[src/rtl/sram_d_arbiter.sv]
// sram_d_arbiter
//
// Round-robin OBI arbiter in front of the data port of the 48 kB SRAM
// wrapper. Up to four data masters (core LSU, DMA, Wishbone bridge) share
// the port. The arbiter rejects accesses outside the SRAM window and answers
// them locally with an error response. It remembers which master owns the
// single in-flight transaction, so each response goes back only to that master.
//
// Ports:
//   clk_i            clock, all state updates on the rising edge
//   rst_ni           synchronous active-low reset
//   m_req_i          per-master request
//   m_gnt_o          per-master grant (one-hot or zero)
//   m_addr_i         per-master byte address, master k at [32k+31:32k]
//   m_we_i           per-master write enable
//   m_be_i           per-master byte enables, master k at [4k+3:4k]
//   m_wdata_i        per-master write data, master k at [32k+31:32k]
//   m_rvalid_o       per-master response valid (one-hot or zero)
//   m_rdata_o        shared response data, qualified by m_rvalid_o
//   m_err_o          per-master error flag, raised with rvalid for bad addresses
//   sram_req_o       downstream request
//   sram_gnt_i       downstream grant
//   sram_addr_o      downstream address
//   sram_we_o        downstream write enable
//   sram_be_o        downstream byte enables
//   sram_wdata_o     downstream write data
//   sram_rvalid_i    downstream response valid, one cycle after the grant
//   sram_rdata_i     downstream read data
//   contention_cnt_o saturating count of cycles with two or more requesters

module sram_d_arbiter #(
  parameter int unsigned NUM_REQ        = 2,
  parameter logic [31:0] SRAM_BASE_ADDR = 32'h8000_0000,
  parameter logic [31:0] SRAM_END_ADDR  = 32'h8000_C000,
  parameter logic [31:0] ERR_RDATA      = 32'hDEAD_BEEF
) (
  input  logic                    clk_i,
  input  logic                    rst_ni,
  input  logic [NUM_REQ-1:0]      m_req_i,
  output logic [NUM_REQ-1:0]      m_gnt_o,
  input  logic [NUM_REQ*32-1:0]   m_addr_i,
  input  logic [NUM_REQ-1:0]      m_we_i,
  input  logic [NUM_REQ*4-1:0]    m_be_i,
  input  logic [NUM_REQ*32-1:0]   m_wdata_i,
  output logic [NUM_REQ-1:0]      m_rvalid_o,
  output logic [31:0]             m_rdata_o,
  output logic [NUM_REQ-1:0]      m_err_o,
  output logic                    sram_req_o,
  input  logic                    sram_gnt_i,
  output logic [31:0]             sram_addr_o,
  output logic                    sram_we_o,
  output logic [3:0]              sram_be_o,
  output logic [31:0]             sram_wdata_o,
  input  logic                    sram_rvalid_i,
  input  logic [31:0]             sram_rdata_i,
  output logic [15:0]             contention_cnt_o
);

  localparam int unsigned IDW = (NUM_REQ > 2) ? $clog2(NUM_REQ) : 1;
  typedef logic [IDW-1:0] idx_t;

  idx_t        rr_ptr_q;
  idx_t        resp_id_q;
  logic        resp_vld_q;
  logic        resp_err_q;
  logic [15:0] contention_cnt_q;

  idx_t        winner;
  idx_t        next_ptr;
  logic        any_req;
  logic        legal;
  logic        handshake;
  logic        contention;
  int unsigned req_cnt;
  logic [31:0] win_addr;
  logic        win_we;
  logic [3:0]  win_be;
  logic [31:0] win_wdata;
  logic        resp_fire;
  logic        resp_is_err;

  // Rotate a master index by an offset, wrapping modulo NUM_REQ.
  function automatic idx_t rr_index(input idx_t base, input int unsigned off);
    int unsigned s;
    s = {{(32-IDW){1'b0}}, base} + off;
    if (s >= NUM_REQ) s = s - NUM_REQ;
    return idx_t'(s);
  endfunction

  // Round-robin search starting at rr_ptr_q; the first requester wins.
  always_comb begin
    winner  = '0;
    any_req = 1'b0;
    for (int unsigned i = 0; i < NUM_REQ; i++) begin
      if (!any_req && m_req_i[rr_index(rr_ptr_q, i)]) begin
        any_req = 1'b1;
        winner  = rr_index(rr_ptr_q, i);
      end
    end
  end

  // Winner's request fields. Master 0 is the fallback when nobody requests,
  // so the downstream bus never carries X.
  always_comb begin
    win_addr  = m_addr_i[31:0];
    win_we    = m_we_i[0];
    win_be    = m_be_i[3:0];
    win_wdata = m_wdata_i[31:0];
    for (int unsigned k = 0; k < NUM_REQ; k++) begin
      if (winner == idx_t'(k)) begin
        win_addr  = m_addr_i[32*k +: 32];
        win_we    = m_we_i[k];
        win_be    = m_be_i[4*k +: 4];
        win_wdata = m_wdata_i[32*k +: 32];
      end
    end
  end

  assign legal = (win_addr >= SRAM_BASE_ADDR) && (win_addr < SRAM_END_ADDR);

  // Illegal accesses never reach the SRAM, so they are granted at once and
  // answered by the arbiter itself one cycle later.
  assign handshake = any_req & (~legal | sram_gnt_i);

  assign sram_req_o   = any_req & legal;
  assign sram_addr_o  = win_addr;
  assign sram_we_o    = win_we;
  assign sram_be_o    = win_be;
  assign sram_wdata_o = win_wdata;

  always_comb begin
    m_gnt_o = '0;
    for (int unsigned k = 0; k < NUM_REQ; k++) begin
      if (handshake && winner == idx_t'(k)) m_gnt_o[k] = 1'b1;
    end
  end

  always_comb begin
    req_cnt = 0;
    for (int unsigned k = 0; k < NUM_REQ; k++) begin
      if (m_req_i[k]) req_cnt++;
    end
  end

  assign contention = (req_cnt >= 2);
  assign next_ptr   = (winner == idx_t'(NUM_REQ - 1)) ? '0 : winner + idx_t'(1);

  // Response register and round-robin pointer. A stalled legal request
  // leaves the pointer alone so the same master is offered again.
  always_ff @(posedge clk_i) begin
    if (!rst_ni) begin
      rr_ptr_q         <= '0;
      resp_vld_q       <= 1'b0;
      resp_id_q        <= '0;
      resp_err_q       <= 1'b0;
      contention_cnt_q <= '0;
    end else begin
      resp_vld_q <= handshake;
      if (handshake) begin
        resp_id_q  <= winner;
        resp_err_q <= ~legal;
        rr_ptr_q   <= next_ptr;
      end
      if (contention && contention_cnt_q != 16'hFFFF) begin
        contention_cnt_q <= contention_cnt_q + 16'd1;
      end
    end
  end

  assign contention_cnt_o = contention_cnt_q;

  // Error responses ignore the SRAM entirely; a stray sram_rvalid_i with no
  // legal transaction pending is dropped.
  assign resp_is_err = resp_vld_q & resp_err_q;
  assign resp_fire   = resp_vld_q & (resp_err_q | sram_rvalid_i);

  always_comb begin
    m_rvalid_o = '0;
    m_err_o    = '0;
    for (int unsigned k = 0; k < NUM_REQ; k++) begin
      if (resp_id_q == idx_t'(k)) begin
        m_rvalid_o[k] = resp_fire;
        m_err_o[k]    = resp_is_err;
      end
    end
  end

  assign m_rdata_o = resp_is_err ? ERR_RDATA : sram_rdata_i;

endmodule
[config.mk]
export PLATFORM = sky130hd
export DESIGN_NAME = sram_d_arbiter
export DESIGN_NICKNAME = d
export VERILOG_FILES = /design/src/rtl/sram_d_arbiter.sv
export SDC_FILE = /design/constraint.sdc
export NUM_CORES = 1
export LEC_CHECK = 0
export BUFFER_PORTS_ARGS = -buffer_cell sky130_fd_sc_hd__buf_2
export CAP_MARGIN = 25
export CORE_AREA = 2 2 116 118
export CTS_CLUSTER_SIZE = 12
export DETAILED_ROUTE_END_ITERATION = 16
export DIE_AREA = 0 0 118 120
export HOLD_SLACK_MARGIN = 0.02
export PLACE_DENSITY = 0.5
export SKIP_LAST_GASP = 1
export SYNTH_ARGS = -nofsm -noshare
export SYNTH_HDL_FRONTEND = slang
export SYNTH_SLANG_ARGS = --single-unit
[constraint.sdc]
create_clock -name clk_i -period 2.1 [get_ports clk_i]
set_input_delay 0.105 -clock clk_i [delete_from_list [all_inputs] [get_ports clk_i]]
set_output_delay 0.105 -clock clk_i [all_outputs]
set_load 0.005 [all_outputs]
==> metrics <==
Final #Nets=approximately 840; asr flop ratio synth=0; worst setup margin=0.197 ns; leak pwr=between 2 and 2.5 nW; Post-synth EDFFs=0; WP depth=6; register share of total power=0.270; largest net degree at the start of global routing=70; register area share after synthesis=0.185; H-tree levels=1; crit-path cells=buf_2 > or4_1 > or3_1 > or3_4 > o21a_1 > buf_2; Vias/cell=roughly 4; per-cell routed wire length=13.9 um; most frequent cells in the layout=buf_2, nand2_1, nand2b_1; crit path to=m_gnt_o[1]; CP required=approximately 2 ns; IO Port Bufs=between 200 and 300; Yosys cell types=38; min cycle time layout=between 1.5 and 2 ns; WL final=11.6 mm; # hold bufs at CTS=0; met1 wire length=between 4 and 5 mm; cells after synthesis=around 370; Filler cells=around 1.5k; FF+latch count, synth=20; fmax=around 530 MHz; CTS Buf Count=3; Setup CP Type=in -> out; Initial Util=0.167; initial antenna violation count=0; area of the multi-input gates=around 0.0017 mm^2; Post-Synthesis Net Count=543; final setup fails=0; Post CTS Setup Buffer Count=0; Worst-Margin Slew=0.686 ns; Net Sw Frac=0.328; die area=0.0142 mm^2; FF-to-FF path depth=6; CP peak stage delay=~0.5 ns; DIE HEIGHT=~120 um; CP max FO=3; YS warnings=0; Rel. slew slack=0.542; Slew Viols, Final=0; core area=roughly 0.013 mm^2; Top Layer Used=met4; arrival time at the worst endpoint=approximately 1.8 ns; wire length on met2=~5.5 mm; gpl congestion=between 0.8 and 0.9; Root Buffer=clkbuf_16; clk_lat worst skew=around 0.25 ns; Worst R2R End=contention_cnt_o[10]; Buf/Inv on CP=2; First-pass DRT Iterations=4; Setup crit end kind=output port; type of the worst min-delay path=in -> reg; Pint=0.982 mW; Clock power frac=0.271; CP Launch Type=primary input; CTS tree=built; Peak VDD IR=roughly 0.35 mV; dpl cells=between 800 and 900; Final Hold Fails=0; first-pass GRT wire length=between 15 and 20 mm; share of cells above drive strength 1=0.508; # DRC=0; n_diodes=0; Worst path slowest cell=or4_1; ANT nets after route=0; Avg Inst Size Synth=5.92 um^2; most frequent cell on the critical path=buf_2; Combinational Power Share=0.459; reg-to-reg startpoint=contention_cnt_o[0]; std cell rows=42; pwr/cell area=367 mW/mm^2; vias=3408; area grow syn2layout=83.9%; Max-Cap Viols=0; GRT Overall Usage=0.152; grt ovf=0; vias in the first global route=3179; cell family with most CP delay=simple AND/OR/NAND/NOR gates; Die Width=between 100 and 150 um; flop-to-flop setup slack=roughly 0.35 ns; initial DRC count=roughly 110; fin crit share=0.906; most common cell after layout, fill and taps aside=buf_2; Worst-path clk slew=~0.060 ns; register area=around 400 um^2; Longest Clk Path Bufs=2; RSZ-0062 raised after global routing=no; setup TNS=0 ns; Most used DFF post-synth=dfxtp_1; Worst Hold Launch=rst_ni; pre-CTS setup slack=about 0.14 ns; outcome=completed; Switch Pwr=0.479 mW; synthesized area=0.00217 mm^2; # IOs=300; skew final=approximately 0.0019 ns; # resized after CTS=0; hpwl dp=approximately 10 mm; fin cells=between 800 and 900; worst setup path startpoint=m_addr_i[54]; CTS sink count=20; met3 WL post-DR=762 um
-- synth_stat cells, types with 2 or more instances --
library cell | instances | area (um^2)
nand4_1 | 5 | 31.3
nand2b_1 | 28 | 175
nor3_1 | 4 | 20.0
dfxtp_1 | 20 | 400
o21ai_0 | 5 | 25.0
mux2_2 | 19 | 214
a21oi_1 | 5 | 25.0
xor2_1 | 3 | 26.3
or3_1 | 3 | 18.8
nor4b_1 | 2 | 17.5
nand2_1 | 176 | 661
inv_1 | 7 | 26.3
o21a_1 | 5 | 37.5
nand3_1 | 5 | 25.0
and2_1 | 9 | 56.3
buf_1 | 2 | 7.51
and3_1 | 2 | 12.5
clkbuf_1 | 15 | 56.3
and4_1 | 3 | 26.3
nor4_1 | 9 | 56.3
o211ai_1 | 2 | 15.0
mux2i_1 | 4 | 40.0
o21bai_1 | 2 | 15.0
nor2_1 | 17 | 63.8
-- state kept, by name, indices dropped and copies added, names as in the netlist --
name              count
contention_cnt_o     16
resp_err_q            1
resp_id_q             1
resp_vld_q            1
rr_ptr_q              1
-- worst reg2reg max path, stage by stage (launching register included) --
cell	delay [ns]
dfxtp_1	0.41
ha_1	0.23
nand3_1	0.16
nor3_1	0.30
and3_1	0.29
nand4_1	0.13
mux2i_1	0.13
-- power groups by stage --
stage	sequential [mW]	clock [mW]	combinational [mW]
3_3_place_gp	0.404	0	0.677
2_1_floorplan	0.401	0	0.265
6_report	0.395	0.396	0.670
5_1_grt	0.396	0.421	0.746
3_5_place_dp	0.404	0	0.677
4_1_cts	0.395	0.404	0.680
-- cell families after synthesis --
logic type               share of synthesized area
AND/OR/NAND/NOR                              0.553
XOR/XNOR                                    0.0162
AO/OA/AOI/OAI                               0.0779
adder cells (fa/ha/maj)                    0.00577
flip-flops                                   0.185
multiplexers                                 0.117
buffers and inverters                       0.0456
-- layout make-up --
type,count,area share
Tap cell,176,0.0553
Multi-Input combinational cell,320,0.419
Timing Repair Buffer,308,0.399
Clock buffer,3,0.0188
Sequential cell,20,0.100
Inverter,8,0.00754
-- worst min-delay path by stage --
stage	depth (start not counted)	slack, ns	endpoint
6_report	2	0.23	contention_cnt_o[3]
5_1_grt	2	0.25	contention_cnt_o[3]
4_1_cts	2	0.23	contention_cnt_o[3]
3_5_place_dp	3	0.46	m_rdata_o[31]
3_3_place_gp	3	0.46	m_rdata_o[1]
2_1_floorplan	2	0.25	contention_cnt_o[4]
-- stage by stage --
stage               cell area (um^2)   util  total power [mW]  hold WS (ns)
global placement                3910  0.301              1.08         0.456
floorplan                       2170      -             0.667         0.251
CTS                             3990  0.307              1.48         0.230
global route                    3990  0.307              1.56         0.251
detailed placement              3910  0.301              1.08         0.456
finish                          3990  0.307              1.46         0.228
-- metal layers --
| layer | global-route usage | up-vias |
|---|---|---|
| met4 | 0.0595 | 0 |
| met1 | 0.184 | 1469 |
| met5 | 0 | - |
| met2 | 0.261 | 136 |
| met3 | 0.0323 | 20 |
| li1 | - | 1783 |
Note: power is estimated with default switching activity, not from simulation.
